===== config.mk =====
export PLATFORM = sky130hd
export DESIGN_NAME = fifo_wr_arbiter
export DESIGN_NICKNAME = d
export VERILOG_FILES = /design/src/rtl/fifo_wr_arbiter_pkg.sv /design/src/rtl/fifo_wr_arbiter_rr.sv /design/src/rtl/fifo_wr_arbiter.sv
export SDC_FILE = /design/constraint.sdc
export NUM_CORES = 1
export LEC_CHECK = 0
export ABC_AREA = 1
export CORE_ASPECT_RATIO = 0.8
export CORE_MARGIN = 4
export CORE_UTILIZATION = 47
export DETAILED_ROUTE_END_ITERATION = 16
export GPL_ROUTABILITY_DRIVEN = 0
export PLACE_DENSITY = 0.81
export RECOVER_POWER = 25
export SLEW_MARGIN = 20
export SYNTH_ARGS = -nofsm -noshare
export SYNTH_HDL_FRONTEND = slang
export SYNTH_HIERARCHICAL = 1
export SYNTH_SLANG_ARGS = --single-unit

===== constraint.sdc =====
create_clock -name wr_clk -period 2.3 [get_ports wr_clk]
set_input_delay 0.23 -clock wr_clk [delete_from_list [all_inputs] [get_ports wr_clk]]
set_output_delay 0.23 -clock wr_clk [all_outputs]
set_load 0.03 [all_outputs]

===== src/rtl/fifo_wr_arbiter_pkg.sv =====
// Shared definitions for the FIFO write arbiter and the rd-side deframer.
// FSM encodings, header field layout and the channel-index width helper.
package fifo_wr_arbiter_pkg;

  localparam logic [1:0] ST_IDLE  = 2'd0;
  localparam logic [1:0] ST_HDR   = 2'd1;
  localparam logic [1:0] ST_BURST = 2'd2;

  // Header word: flag at bit DW, seq in [11:4], channel id in [3:0].
  localparam int ID_LSB  = 0;
  localparam int ID_W    = 4;
  localparam int SEQ_LSB = 4;
  localparam int SEQ_W   = 8;

  typedef logic [SEQ_W-1:0] seq_t;

  function automatic int ch_w(input int n);
    return (n > 1) ? $clog2(n) : 1;
  endfunction

endpackage


===== src/rtl/fifo_wr_arbiter_rr.sv =====
// Rotate-priority picker: first set req searching upward from last_ptr+1.
// Ports: req[N], last_ptr -> gnt_valid, gnt_idx (purely combinational).
module rr_arbiter #(
  parameter int N = 4,
  parameter int W = 2
) (
  input  logic [N-1:0] req,
  input  logic [W-1:0] last_ptr,
  output logic         gnt_valid,
  output logic [W-1:0] gnt_idx
);

  logic [W-1:0] idx;

  always_comb begin
    gnt_valid = 1'b0;
    gnt_idx   = '0;
    idx       = last_ptr;
    for (int k = 0; k < N; k++) begin
      idx = (idx == W'(N - 1)) ? '0 : idx + W'(1);
      if (!gnt_valid && req[idx]) begin
        gnt_valid = 1'b1;
        gnt_idx   = idx;
      end
    end
  end

endmodule


===== src/rtl/fifo_wr_arbiter.sv =====
// Round-robin burst arbiter sharing one FIFO write port among N_CH sources.
// Ports: enable, ch_mask/valid/data/last in, ch_ready out; fifo_din/wr_en out,
// fifo_full in; busy, grant_ch, stall_cnt status outputs.
module fifo_wr_arbiter
  import fifo_wr_arbiter_pkg::*;
#(
  parameter int N_CH      = 4,
  parameter int DW        = 32,
  parameter int BURST_LEN = 64,
  parameter int TIMEOUT   = 16,
  localparam int CH_W     = ch_w(N_CH)
) (
  input  logic               wr_clk,
  input  logic               wr_rst_n,
  input  logic               enable,
  input  logic [N_CH-1:0]    ch_mask,
  input  logic [N_CH-1:0]    ch_valid,
  input  logic [N_CH*DW-1:0] ch_data,
  input  logic [N_CH-1:0]    ch_last,
  output logic [N_CH-1:0]    ch_ready,
  output logic [DW:0]        fifo_din,
  output logic               fifo_wr_en,
  input  logic               fifo_full,
  output logic               busy,
  output logic [CH_W-1:0]    grant_ch,
  output logic [15:0]        stall_cnt
);

  logic [1:0]      state;
  logic [CH_W-1:0] rr_ptr;
  seq_t            seq [N_CH];
  logic [15:0]     word_cnt;
  logic [15:0]     idle_cnt;

  logic [DW-1:0]   data_arr [N_CH];
  logic [DW-1:0]   g_data;
  logic            g_valid;
  logic            g_last;
  logic            gnt_valid;
  logic [CH_W-1:0] gnt_idx;

  logic in_hdr;
  logic in_burst;
  logic hdr_wr;
  logic accept;
  logic idle_cyc;
  logic len_done;
  logic to_done;
  logic burst_end;
  logic stall_ev;

  rr_arbiter #(
    .N (N_CH),
    .W (CH_W)
  ) u_rr (
    .req       (ch_valid & ch_mask),
    .last_ptr  (rr_ptr),
    .gnt_valid (gnt_valid),
    .gnt_idx   (gnt_idx)
  );

  always_comb begin
    for (int i = 0; i < N_CH; i++) begin
      data_arr[i] = ch_data[i*DW +: DW];
    end
  end

  assign g_data  = data_arr[grant_ch];
  assign g_valid = ch_valid[grant_ch];
  assign g_last  = ch_last[grant_ch];

  assign in_hdr   = (state == ST_HDR);
  assign in_burst = (state == ST_BURST);
  assign busy     = (state != ST_IDLE);

  assign hdr_wr   = in_hdr && !fifo_full;
  assign accept   = in_burst && g_valid && !fifo_full;
  // A full FIFO freezes the idle timer as well as the data path.
  assign idle_cyc = in_burst && !g_valid && !fifo_full;
  assign len_done = (word_cnt == 16'(BURST_LEN - 1));
  assign to_done  = (TIMEOUT != 0) && idle_cyc
                 && (idle_cnt == 16'(TIMEOUT - 1));
  assign burst_end = (accept && (g_last || len_done)) || to_done;
  assign stall_ev  = fifo_full && (in_hdr || (in_burst && g_valid));

  always_comb begin
    ch_ready   = '0;
    fifo_wr_en = 1'b0;
    fifo_din   = '0;
    unique case (1'b1)
      in_hdr: begin
        fifo_wr_en = !fifo_full;
        fifo_din[DW] = 1'b1;
        fifo_din[SEQ_LSB +: SEQ_W] = seq[grant_ch];
        fifo_din[ID_LSB +: ID_W] = ID_W'(grant_ch);
      end
      in_burst: begin
        ch_ready[grant_ch] = !fifo_full;
        fifo_wr_en = g_valid && !fifo_full;
        fifo_din = {1'b0, g_data};
      end
      default: ;
    endcase
  end

  always_ff @(posedge wr_clk or negedge wr_rst_n) begin
    if (!wr_rst_n) begin
      state     <= ST_IDLE;
      grant_ch  <= '0;
      rr_ptr    <= CH_W'(N_CH - 1);
      word_cnt  <= '0;
      idle_cnt  <= '0;
      stall_cnt <= '0;
      for (int i = 0; i < N_CH; i++) begin
        seq[i] <= '0;
      end
    end else begin
      if (stall_ev && stall_cnt != 16'hFFFF) begin
        stall_cnt <= stall_cnt + 16'd1;
      end
      unique case (state)
        ST_IDLE: begin
          word_cnt <= '0;
          idle_cnt <= '0;
          if (enable && gnt_valid) begin
            grant_ch <= gnt_idx;
            state    <= ST_HDR;
          end
        end
        ST_HDR: begin
          if (hdr_wr) begin
            seq[grant_ch] <= seq[grant_ch] + seq_t'(1);
            state         <= ST_BURST;
          end
        end
        ST_BURST: begin
          if (accept) begin
            word_cnt <= word_cnt + 16'd1;
            idle_cnt <= '0;
          end else if (idle_cyc) begin
            idle_cnt <= idle_cnt + 16'd1;
          end
          if (burst_end) begin
            state    <= ST_IDLE;
            rr_ptr   <= grant_ch;
            word_cnt <= '0;
            idle_cnt <= '0;
          end
        end
        default: state <= ST_IDLE;
      endcase
    end
  end

endmodule


== After elaboration in Yosys (flattened, before gate mapping) ==
Index checks and enable logic that the tools add are counted.

* Register bits after elaboration: 86
* Word-level logic and storage cells: 127

* Add/sub/neg operators: 8
* $lt $le $gt $ge: 8
* Equality and inequality tests: 14
* Muxes and demuxes: 51
* Bitwise gates (word level): 3
* Reduce and logical (&&, ||, !) cells: 33

{| class="wikitable"
|+ Operators with widths
! cell !! count
|-
| two-way mux 16 bit || 5
|-
| binary-select mux 32 bit (select 2 bit) || 1
|-
| two-way mux 32 bit || 2
|-
| case mux 16 bit (2 select lines) || 2
|-
| adder 16 x 1 -> 16 bit, second input constant || 3
|-
| bitwise mux 32 bit || 1
|-
| two-way mux 8 bit || 3
|-
| case mux 12 bit (2 select lines) || 1
|-
| two-way mux 2 bit || 11
|-
| two-way mux 20 bit || 1
|-
| binary-select mux 8 bit (select 2 bit) || 1
|-
| demux 8 bit (select 2 bit) || 1
|-
| equality test 16 x 4 -> 1 bit, second input constant || 1
|-
| equality test 16 x 6 -> 1 bit, second input constant || 1
|-
| logical AND 1 bit || 16
|-
| != test 16 bit, second input constant || 1
|-
| < comparator 2 x 3 -> 1 bit, second input constant || 5
|-
| binary-select mux 1 bit (select 2 bit) || 6
|-
| two-way mux 1 bit || 12
|-
| equality test 2 bit, second input constant || 5
|-
| AND reduction 2 bit || 5
|-
| adder 2 x 1 -> 2 bit, second input constant || 4
|-
| adder 8 x 1 -> 8 bit, second input constant || 1
|-
| bitwise AND 4 bit || 2
|-
| 18 further kinds || 26
|}

== Depth between registers and ports, before layout ==
Gate-level depths: netlist of the first run.

* Depth in word-level cells: 17
* Depth in mapped cells: 16
* Mapped depth without buffers: 15

== Cells and area by module ==
Netlist of the first run, hierarchy kept.

{| class="wikitable"
|+ By module, submodules not included
! module !! times used !! cells each !! area each (um^2) !! sequential area each (um^2)
|-
| fifo_wr_arbiter || 1 || 844 || 5834.3 || 2154.6
|-
| rr_arbiter || 1 || 72 || 352.8 || 0.0
|}

== Worst setup path after synthesis of the first run ==
OpenSTA, ideal clock, no wires.

* Kind: register to output
* Start point: register grant_ch[0]
* End point: output port fifo_din[5]
* Data arrival time: 2.042 ns
* Path slack: 0.028 ns
* Cell stages (with the launch flop): 8
* Path buffers: 3
* Cells stage by stage: dfrtp_1 buf_4 buf_6 buf_2 nand2_1 a21oi_1 a221oi_1 o21ai_0

* Cells in the longest elaborated chain, start to end: 5
* Elaborated cells on any way between the ends: 8
* Those cells by class: mux (7); bitwise (1)

{| class="wikitable"
|+ Ends and longest elaborated chain
! element !! line !! text
|-
| start: declaration || fifo_wr_arbiter.sv:25 || <nowiki>output logic [CH_W-1:0] grant_ch,</nowiki>
|-
| start signal: assignment || fifo_wr_arbiter.sv:126 || <nowiki>grant_ch <= gnt_idx;</nowiki>
|-
| inverter 2 -> 3 bit (not written as such) (*) || fifo_wr_arbiter.sv:68, fifo_wr_arbiter.sv:94 ||
|-
| binary-select mux 32 bit (select 2 bit) / binary-select mux 8 bit (select 2 bit) (equally long branches) || fifo_wr_arbiter.sv:68, fifo_wr_arbiter.sv:94 ||
|-
| two-way mux 32 bit (not written as such) / two-way mux 8 bit (equally long branches) (2 in a row) || fifo_wr_arbiter.sv:68, fifo_wr_arbiter.sv:94 ||
|-
| case mux 12 bit (2 select lines) (*) || fifo_wr_arbiter.sv:90 || <nowiki>unique case (1'b1)</nowiki>
|-
| end: declaration || fifo_wr_arbiter.sv:21 || <nowiki>output logic [DW:0] fifo_din,</nowiki>
|}

Every way passes the cells marked *; elsewhere a longest branch is shown, timed or not. The select of a mux whose other input is x is not followed.

== Worst setup path after layout of the first run ==
* Start point: register grant_ch[0]
* End point: output port fifo_din[6]

Same word-level chain as after synthesis.

==> reports/metrics.yaml, run 1 <==
drive_above_1_share: 0.138
r2r-start: "state[0]$_DFFE_PN0P_"
ys_ff_latch: 86
cts_sinks: 86
synth_ff_type: "dfrtp_1"
root_buffer: "clkbuf_16"
power_leakage_nw: 4.12
clockPowerShare: 0.160
vdd_ir_drop_max_v: 0.000643
drtAntennaViolNets: 0
syn_to_final_growth_pct: 48.7
layout_setup_ws_ns: 0.0299
synthArstFlopShare: 1.00
core_area_um2: 12900
fin_crit_sh: 0.987
grt_max_degree: 42
fin_setup_tns_ns: 0
grt_pass1_vias: 6760
critPathLaunchType: "register"
hold_violations: 0
r2r_cells: 8
p_switching_mw: 4.74
hold_depth: 2
die_w_um: 136
holdWs_ns: 0.488
r2r_slack_ns: 0.06
crit_type: "register to output pin"
fin_crit_ns: 2.27
final_cells: 1321
start_util: 0.481
synth_fp_nets: 1068
drt-initial-drc-count: 941
final_common_cell: "nand2_1"
yosysSeqAreaShare: 0.348
holdCritPathClass: "register to register"
clk_pin_slew_ns: 0.07
tightest_slew_ns: 1.05
clockBufferDepth: 2
avgSynthCellArea_um2: 6.75
tritoncts.num_buffers: 9
worstSetupEndpointType: "output pin"
synth_area_um2: 6190
wl_per_cell_um: 17.7
worstPathArrival_ns: 2.04
grt-ovfl-total: 0
viasPerCell: 5.49
min-delay-start: "seq[20]$_DFFE_PN0P_"
cts_tree: "built"
status: "completed"
dieHeight_um: 111
maxCapViolCount: 0
io_pins: 201
path_max_fanout: 14
rsz0062_at_grt: "yes"
setup_viol: 0
intPower_mw: 5.28
drc_errors: 0
synth_cell_types: 37
dr.pass1.iters: 8
synth_edf_count: 0
diodes: 0
fmax_ghz: 0.441
seq_power_share: 0.216
final_nets: 1293
rr_endpoint: "idle_cnt[6]$_DFFE_PN0P_"
dp_hpwl_um: 17300
grt_pass1_wl_um: 35900
grt.total_usage: 0.296
num_vias: 7255
relSlewSlack: 0.303
clock_latency_ns: 0.35
cts_htree_levels: 3
worstHoldEndpoint: "seq[20]$_DFFE_PN0P_"
yosys_warnings: 6
rows: 37
post-place-ws_ns: 0.104
antenna_found_initial: 0
combPwrFrac: 0.624
final_max_slew_viol_count: 0
placedCellCount: 1295
final_cell_mix: "nand2_1 (302), clkdlybuf4s50_1 (162), nor2_1 (85)"
clock_skew_ns: 0.0127
synth_cells: 916
routed_wl_um: 23400
die_area_um2: 15100
power.density_nw_per_um2: 1090
swShare: 0.473
numPortBuffers: 200
cp.required_ns: 2.07
-- cell usage after synthesis (2+ instances only) --
cell type    n  share of area
nand2_1    306           0.19
nor2_1      86          0.052
dfrtp_1     84           0.34
inv_1       70          0.042
nand3_1     63          0.051
a22oi_1     44          0.053
o21ai_0     41          0.033
a21oi_1     34          0.028
xor2_1      24          0.034
clkbuf_1    21          0.013
nand4_1     16          0.016
nor3_1      15          0.012
o21ai_1     15          0.012
nand2_2     14          0.014
xnor2_1     11          0.016
a221oi_1    10          0.014
o22ai_1      9         0.0091
ha_1         8          0.016
buf_2        6         0.0049
buf_4        6         0.0073
nor2_2       6         0.0061
inv_2        5         0.0030
buf_6        4         0.0073
nand3b_1     3         0.0036
dfstp_2      2         0.0085
nor2_4       2         0.0036
-- what timing repair did --
action | in CTS | in global routing
gates cloned | 0 | 2
endpoints found under the setup margin | 26 | 50
pin swaps | 2 | 3
setup buffers | 3 | 4
hold buffers | 1 | 0
endpoints found under the hold margin | 37 | 0
resized for setup | 13 | 34
-- critical path: stages (launching register included) --
cell and delay (ns):
dfrtp_2 0.41, buf_12 0.17, inv_6 0.06, buf_12 0.13, buf_4 0.13, nand2_1 0.06
a21oi_1 0.08, a221oi_2 0.24, o21ai_1 0.11, buf_4 0.16, buf_12 0.13
-- flip-flops by register name (all words and copies together), names as in the netlist --
| register | cells |
|---|---|
| seq | 32 |
| rr_ptr | 2 |
| idle_cnt | 16 |
| stall_cnt | 16 |
| state | 2 |
| word_cnt | 16 |
| grant_ch | 2 |
-- per-layer routing --
metal	vias to the layer above	GRT usage	wire, um
met3	57	0.0606	2270
li1	3475	-	-
met5	-	0	0
met2	392	0.444	10700
met4	0	0.0907	653
met1	3331	0.428	9740
-- how the worst max path moves through the flow --
| stage | from | to | slack, ns |
|---|---|---|---|
| after global placement | rr_ptr[0]$_DFFE_PN1P_ | grant_ch[0]$_DFFE_PN0P_ | 0.20 |
| after CTS | grant_ch[0]$_DFFE_PN0P_ | fifo_din[6] | -0.004 |
| after global routing | state[0]$_DFFE_PN0P_ | word_cnt[14]$_DFFE_PN0P_ | -0.12 |
| final | grant_ch[0]$_DFFE_PN0P_ | fifo_din[6] | 0.03 |
| after floorplan | grant_ch[0]$_DFFE_PN0P_ | fifo_din[5] | 0.03 |
| after detailed placement | fifo_full | word_cnt[7]$_DFFE_PN0P_ | 0.10 |
-- power by group through the flow --
| stage | sequential [mW] | combinational [mW] | clock [mW] |
|---|---|---|---|
| final | 2.17 | 6.25 | 1.60 |
| after global routing | 2.22 | 6.71 | 1.67 |
| after CTS | 2.15 | 5.76 | 1.61 |
| after detailed placement | 2.16 | 5.64 | 0 |
| after global placement | 2.16 | 5.54 | 0 |
| after floorplan | 2.32 | 3.32 | 0 |
-- metrics by stage --
step | total power, mW | area [um^2] | util
4_1_cts | 9.52 | 9010 | 0.700
6_report | 10.0 | 9200 | 0.715
3_3_place_gp | 7.70 | 8620 | 0.669
5_1_grt | 10.6 | 9200 | 0.715
2_1_floorplan | 5.64 | 6190 | -
3_5_place_dp | 7.80 | 8620 | 0.669
-- cell families after synthesis --
group | share of synthesized area
AND/OR/NAND/NOR | 0.349
AO/OA/AOI/OAI | 0.157
buffers and inverters | 0.0789
flip-flops | 0.348
XOR/XNOR | 0.0495
adder cells (fa/ha/maj) | 0.0162
multiplexers | 0.00162
-- final cells by class --
| class | instances | area (um^2) |
|---|---|---|
| repair buffers | 252 | 2540 |
| inverters | 76 | 299 |
| clock inverters | 5 | 81.3 |
| well taps | 175 | 219 |
| fillers | 1051 | 3670 |
| multi-input cells | 716 | 3660 |
| clock buffers | 11 | 243 |
| flip-flops and latches | 86 | 2160 |
No activity file was read; power rests on OpenSTA's default activity.
==> run 2, diff against run 1 <==
- REMOVE_ABC_BUFFERS: not set -> 1
- clock period: 2.3 -> 2.47 ns (I/O delays scaled with it)
==> run 2 against run 1 <==
Compared with the run above: the run now ends with capacitance limit, slew limit left; design area shrank 5.4%; clock power down 7%; flip-flop and latch count did not move; count of clock-buffer cells in the layout is 1 higher; non-clock buffer count is 29 lower; cell count decreased by 2.3%; register-to-register slack improved by 0.08 ns; worst setup slack better by 0.023 ns; worst hold slack worse by 0.012 ns; combinational power decreased by 20%; die area unchanged; utilization is 3.8 points lower; critical endpoint is now fifo_din[30]; largest power group unchanged.
==> reports/metrics.yaml, run 2 (synthesis gave the netlist of run 1 again) <==
grt_pass1_wl_um: 33200  # -7.4%
numPortBuffers: 200  # unchanged
clockBufferDepth: 2  # unchanged
crit_type: "register to output pin"
largest_reg_flops: 32  # unchanged
grt_pass1_vias: 6611  # -2.2%
final_common_cell: "nand2_1"
vdd_ir_drop_max_v: 0.000671  # +4.2%
worstSetupEndpointType: "output pin"
grt_max_degree: 41  # -2.4%
core_area_um2: 12900  # unchanged
clock_skew_ns: 0.00573  # -0.00699 ns
antenna_found_initial: 1  # +1
critPathMaxStageDelay_ns: 0.40  # about the same
power.density_nw_per_um2: 982  # -9.8%
dp_hpwl_um: 16000  # -7.7%
setup_viol: 0  # unchanged
root_buffer: "clkbuf_16"
path_buf_inv: 5  # -1
holdCritPathClass: "register to register"
worstPathArrival_ns: 2.17  # +0.13 ns
hold_depth: 2  # unchanged
fin_crit_sh: 0.979
multi_input_area_um2: 3560  # -2.6%
hold_violations: 0  # unchanged
drtAntennaViolNets: 0  # unchanged
final_nets: 1264  # -2.2%
start_util: 0.481  # unchanged
drt-initial-drc-count: 633  # -33%
dr.pass1.iters: 6  # -2
die_w_um: 136  # unchanged
r2r_slack_ns: 0.14  # +0.08 ns
dieHeight_um: 111  # unchanged
r2r-start: "state[0]$_DFFE_PN0P_"
drive_above_1_share: 0.0986  # -0.0393
fmax_ghz: 0.414
regMostFlops: "seq"
fin_crit_ns: 2.42
worstHoldEndpoint: "seq[7]$_DFFE_PN0P_"
diodes: 0  # unchanged
r2r_cells: 9  # +1
holdWs_ns: 0.476  # -0.0122 ns
critPathLaunchType: "register"
cpMaxStageDelayCell: "dfrtp_1"
grt-ovfl-total: 0  # unchanged
io_pins: 201  # unchanged
cts_sinks: 86  # unchanged
fin_setup_tns_ns: 0  # unchanged
wl_per_cell_um: 16.4  # -7.4%
final-seq-area_um2: 2160  # unchanged
maxCapViolCount: 1  # +1
final_max_slew_viol_count: 27  # +27
crit_top_cell: "buf_4"
cp_top_family: "buffers and inverters"
min-delay-start: "seq[7]$_DFFE_PN0P_"
violations: "capacitance limit, slew limit"
syn_to_final_growth_pct: 40.7
tritoncts.num_buffers: 9  # unchanged
fillers: 1115  # +6.1%
crit_chain: "inv_1 -> ha_1 -> clkinv_1 -> buf_4 -> buf_4 -> a21oi_1 -> buf_4"
num_vias: 6972  # -3.9%
clk_pin_slew_ns: 0.06  # about the same
cts_tree: "built"
grt.total_usage: 0.272  # -0.0238
routed_wl_um: 21100  # -9.5%
power_leakage_nw: 3.90  # -5.4%
drc_errors: 0  # unchanged
rsz0062_at_grt: "yes"
cp.required_ns: 2.22  # +0.15 ns
viasPerCell: 5.40  # -1.7%
clock_latency_ns: 0.35  # about the same
path_max_fanout: 18  # +4
status: "finished with violations"
rr_endpoint: "word_cnt[12]$_DFFE_PN0P_"
die_area_um2: 15100  # unchanged
cts_htree_levels: 3  # unchanged
tightest_slew_ns: 1.52  # +0.471 ns
rows: 37  # unchanged
final_cell_mix: "nand2_1 (305), clkdlybuf4s50_1 (162), nor2_1 (86)"
relSlewSlack: -0.0112  # -0.314
-- run 2: metrics by stage --
step                       util  total power [mW]  instances  setup slack [ns]  cell area (um^2)
after floorplan               -              5.01        878            -0.488              5980
after global placement    0.647              6.82       1274             0.188              8330
after detailed placement  0.647              6.89       1274             0.153              8330
after CTS                 0.673              8.41       1290            0.0291              8670
after global routing      0.677              9.09       1291           -0.0106              8710
final                     0.677              8.55       1291            0.0525              8710
-- run 2: routing by layer --
layer | GRT usage | part of all wire | up-vias
met2 | 0.451 | 0.47 | 319
met4 | 0.0893 | 0.026 | 2
met1 | 0.348 | 0.42 | 3193
li1 | - | - | 3408
met5 | 0 | 0.00038 | -
met3 | 0.0642 | 0.087 | 50
-- run 2: power breakdown --
group / switching [mW] / internal [mW]
clock: 0.557 / 0.936
sequential: 0.318 / 1.74
combinational: 3.20 / 1.80
-- run 2: area by class of cell --
class	count	area share
Multi-Input combinational cell	716	0.409
Timing Repair Buffer	223	0.248
Sequential cell	86	0.248
Inverter	76	0.0328
Clock buffer	12	0.0295
Tap cell	175	0.0251
Clock inverter	3	0.00776
-- run 2: worst register-to-register path: stages (launching register included) --
cell,delay [ns]
dfrtp_1,0.40
inv_1,0.09
ha_1,0.36
nand2_1,0.29
nor3b_1,0.27
nand4_1,0.25
nand2_1,0.15
nand2_2,0.22
nand2_1,0.12
o21ai_1,0.08
-- run 2: what timing repair did --
item / 4_1_cts / 5_1_grt
endpoints found under the setup margin: 6 / 20
endpoints found under the hold margin: 25 / 0
gates resized for setup: 2 / 7
setup buffers: 0 / 1
hold buffers: 1 / 0
pin swaps: 0 / 1
-- run 2: how the worst max path moves through the flow --
stage                               end                     from  slack, ns  cells after the start
2_1_floorplan               fifo_din[5]  grant_ch[1]$_DFFE_PN0P_      -0.49                      4
3_3_place_gp    word_cnt[5]$_DFFE_PN0P_                fifo_full       0.19                      8
3_5_place_dp   word_cnt[10]$_DFFE_PN0P_                fifo_full       0.15                      8
4_1_cts                     fifo_din[9]  grant_ch[1]$_DFFE_PN0P_       0.03                      6
5_1_grt        idle_cnt[12]$_DFFE_PN0P_     state[0]$_DFFE_PN0P_      -0.01                      8
6_report                   fifo_din[30]     state[0]$_DFFE_PN0P_       0.05                      7
==> run 3, diff against run 2 <==
==> constraint.sdc (replaced) <==
create_clock -name wr_clk -period 2.47 [get_ports wr_clk]
set_input_delay 0.741 -clock wr_clk [delete_from_list [all_inputs] [get_ports wr_clk]]
set_output_delay 0.741 -clock wr_clk [all_outputs]
set_load 0.03 [all_outputs]
==> run 3 against run 2 <==
Compared with the run above: the flow finishes with violations (setup timing); sequential share of layout area down 3.1 points; critical path depth unchanged; clock skew down 0.00061 ns; design area up 14%; largest cell class unchanged.
==> reports/metrics.yaml, run 3 (synthesis gave the netlist of run 1 again) <==
final-seq-area_um2: 2160  # about the same
worstHoldEndpoint: "seq[23]$_DFFE_PN0P_"
core_area_um2: 12900  # unchanged
io_pins: 201  # unchanged
wl_per_cell_um: 18.3  # +12%
setup_viol: 33  # +33
rr_endpoint: "seq[20]$_DFFE_PN0P_"
fmax_ghz: 0.368  # -11%
viasPerCell: 5.53  # +2.4%
final_common_cell: "nand2_1"
drc_errors: 0  # unchanged
post-place-ws_ns: -0.378  # -0.531 ns
clockBufferDepth: 2  # unchanged
drt-initial-drc-count: 723  # +14%
r2r_slack_ns: 0.07  # -0.07 ns
crit_type: "register to output pin"
power_leakage_nw: 4.45  # +14%
tightest_slew_ns: 1.06  # -0.458 ns
combPwrFrac: 0.680  # +0.096
regMostFlops: "seq"
clock_skew_ns: 0.00512  # -0.000612 ns
routed_wl_um: 24900  # +18%
r2r_cells: 10  # +1
cts_sinks: 86  # unchanged
dp_hpwl_um: 16000  # +0.27%
cpMaxStageDelayCell: "dfrtp_1"
rsz0062_at_grt: "yes"
path_buf_inv: 4  # -1
cts_tree: "built"
diodes: 0  # unchanged
holdCritPathClass: "register to register"
status: "finished with violations"
final_cells: 1361  # +5.4%
cts_htree_levels: 3  # unchanged
numPortBuffers: 200  # unchanged
fin_crit_sh: 1.10  # +0.122
p_switching_mw: 4.91  # +21%
cp.required_ns: 1.73  # -0.49 ns
grt.total_usage: 0.299  # +0.0269
power.density_nw_per_um2: 1040  # +5.5%
hold_depth: 2  # unchanged
dieHeight_um: 111  # unchanged
layout_setup_ws_ns: -0.248  # -0.301 ns
rows: 37  # unchanged
critPathLaunchType: "register"
fillers: 876  # -21%
intPower_mw: 5.41  # +21%
hold_buffers: 0  # -1
r2r-start: "grant_ch[1]$_DFFE_PN0P_"
syn_to_final_growth_pct: 61.0
largest_reg_flops: 32  # unchanged
fin_crit_ns: 2.72  # +0.301 ns
die_area_um2: 15100  # unchanged
maxCapViolCount: 0  # -1
clock_latency_ns: 0.35  # about the same
drtAntennaViolNets: 0  # unchanged
placedCellCount: 1314  # +3.1%
violations: "setup timing"
seq_power_share: 0.197  # -0.044
multi_input_area_um2: 4060  # +14%
grt_pass1_vias: 7249  # +9.7%
drive_above_1_share: 0.225  # +0.127
hold_violations: 0  # unchanged
clockPowerShare: 0.123  # -0.052
crit_top_cell: "buf_12"
path_max_fanout: 8  # -10
clk_pin_slew_ns: 0.06  # about the same
dr.pass1.iters: 6  # unchanged
swShare: 0.476  # about the same
root_buffer: "clkbuf_16"
die_w_um: 136  # unchanged
antenna_found_initial: 0  # -1
final_max_slew_viol_count: 0  # -100%
num_vias: 7527  # +8.0%
grt_max_degree: 47  # +15%
tritoncts.num_buffers: 9  # unchanged
final_cell_mix: "nand2_1 (286), clkdlybuf4s50_1 (142), buf_4 (88)"
min-delay-start: "seq[23]$_DFFE_PN0P_"
worstPathArrival_ns: 1.98  # -0.19 ns
vdd_ir_drop_max_v: 0.000585  # -13%
grt-ovfl-total: 0  # unchanged
worstSetupEndpointType: "output pin"
crit_chain: "buf_12 -> nor2_4 -> buf_12 -> buf_8 -> a22oi_2 -> a21oi_1 -> buf_4"
final_nets: 1333  # +5.5%
critPathMaxStageDelay_ns: 0.41  # about the same
cp_top_family: "buffers and inverters"
relSlewSlack: 0.294  # +0.305
grt_pass1_wl_um: 36200  # +9.1%
start_util: 0.481  # unchanged
## run 3: worst max path at each step
stage / start / to / slack (ns) / cells past startpoint
floorplan: grant_ch[1]$_DFFE_PN0P_ / fifo_din[5] / -0.98 / 4
global placement: ch_data[43] / fifo_din[11] / -0.37 / 7
detailed placement: ch_data[43] / fifo_din[11] / -0.38 / 7
CTS: grant_ch[0]$_DFFE_PN0P_ / fifo_din[11] / -0.15 / 8
global route: grant_ch[0]$_DFFE_PN0P_ / fifo_din[18] / -0.27 / 7
finish: grant_ch[0]$_DFFE_PN0P_ / fifo_din[18] / -0.25 / 7
## run 3: power groups by stage
stage | Combinational (mW) | Clock (mW) | Sequential, mW
2_1_floorplan | 2.80 | 0 | 2.22
5_1_grt | 7.47 | 1.35 | 2.07
3_5_place_dp | 5.41 | 0 | 2.02
3_3_place_gp | 5.34 | 0 | 2.02
6_report | 7.02 | 1.27 | 2.03
4_1_cts | 6.10 | 1.28 | 2.00
## run 3: layout make-up
cell class	instances	share of cell area
clock inverter	3	0.00201
sequential	86	0.216
clock buffer	13	0.0251
inverter	76	0.0309
tap	175	0.0220
multi-input combinational	716	0.407
timing repair buffer	292	0.296
## run 3: worst register-to-register path, cell delays in order (launching register included)
cell,delay (ns)
dfrtp_2,0.46
buf_12,0.15
nand2_4,0.09
inv_8,0.05
buf_12,0.15
nand2_1,0.14
nand4_1,0.28
ha_1,0.37
nand3_1,0.12
xor2_1,0.31
o21ai_0,0.15
## run 3: timing repair
item / CTS / global route
endpoints found under the hold margin: 0 / 0
resized for setup: 92 / 80
setup buffers: 12 / 15
pin swaps: 22 / 43
endpoints found under the setup margin: 39 / 39
cloned: 3 / 4
## run 3: per-layer routing
metal	up-vias	GRT usage	wire (um)
li1	3544	-	-
met1	3515	0.375	9720
met2	375	0.498	11800
met3	93	0.0715	2190
met4	0	0.111	1170
met5	-	0	0
## run 3: metrics by stage
step                 util  power [mW]  instance area (um^2)  hold slack, ns  TNS, ns
CTS                 0.736        9.38                  9480           0.396    -2.15
global placement    0.678        7.36                  8730           0.461    -5.26
detailed placement  0.678        7.44                  8730           0.466    -6.45
floorplan               -        5.01                  5980           0.445   -32.51
finish              0.774        10.3                  9960           0.490    -4.36
global route        0.774        10.9                  9960           0.505    -5.94
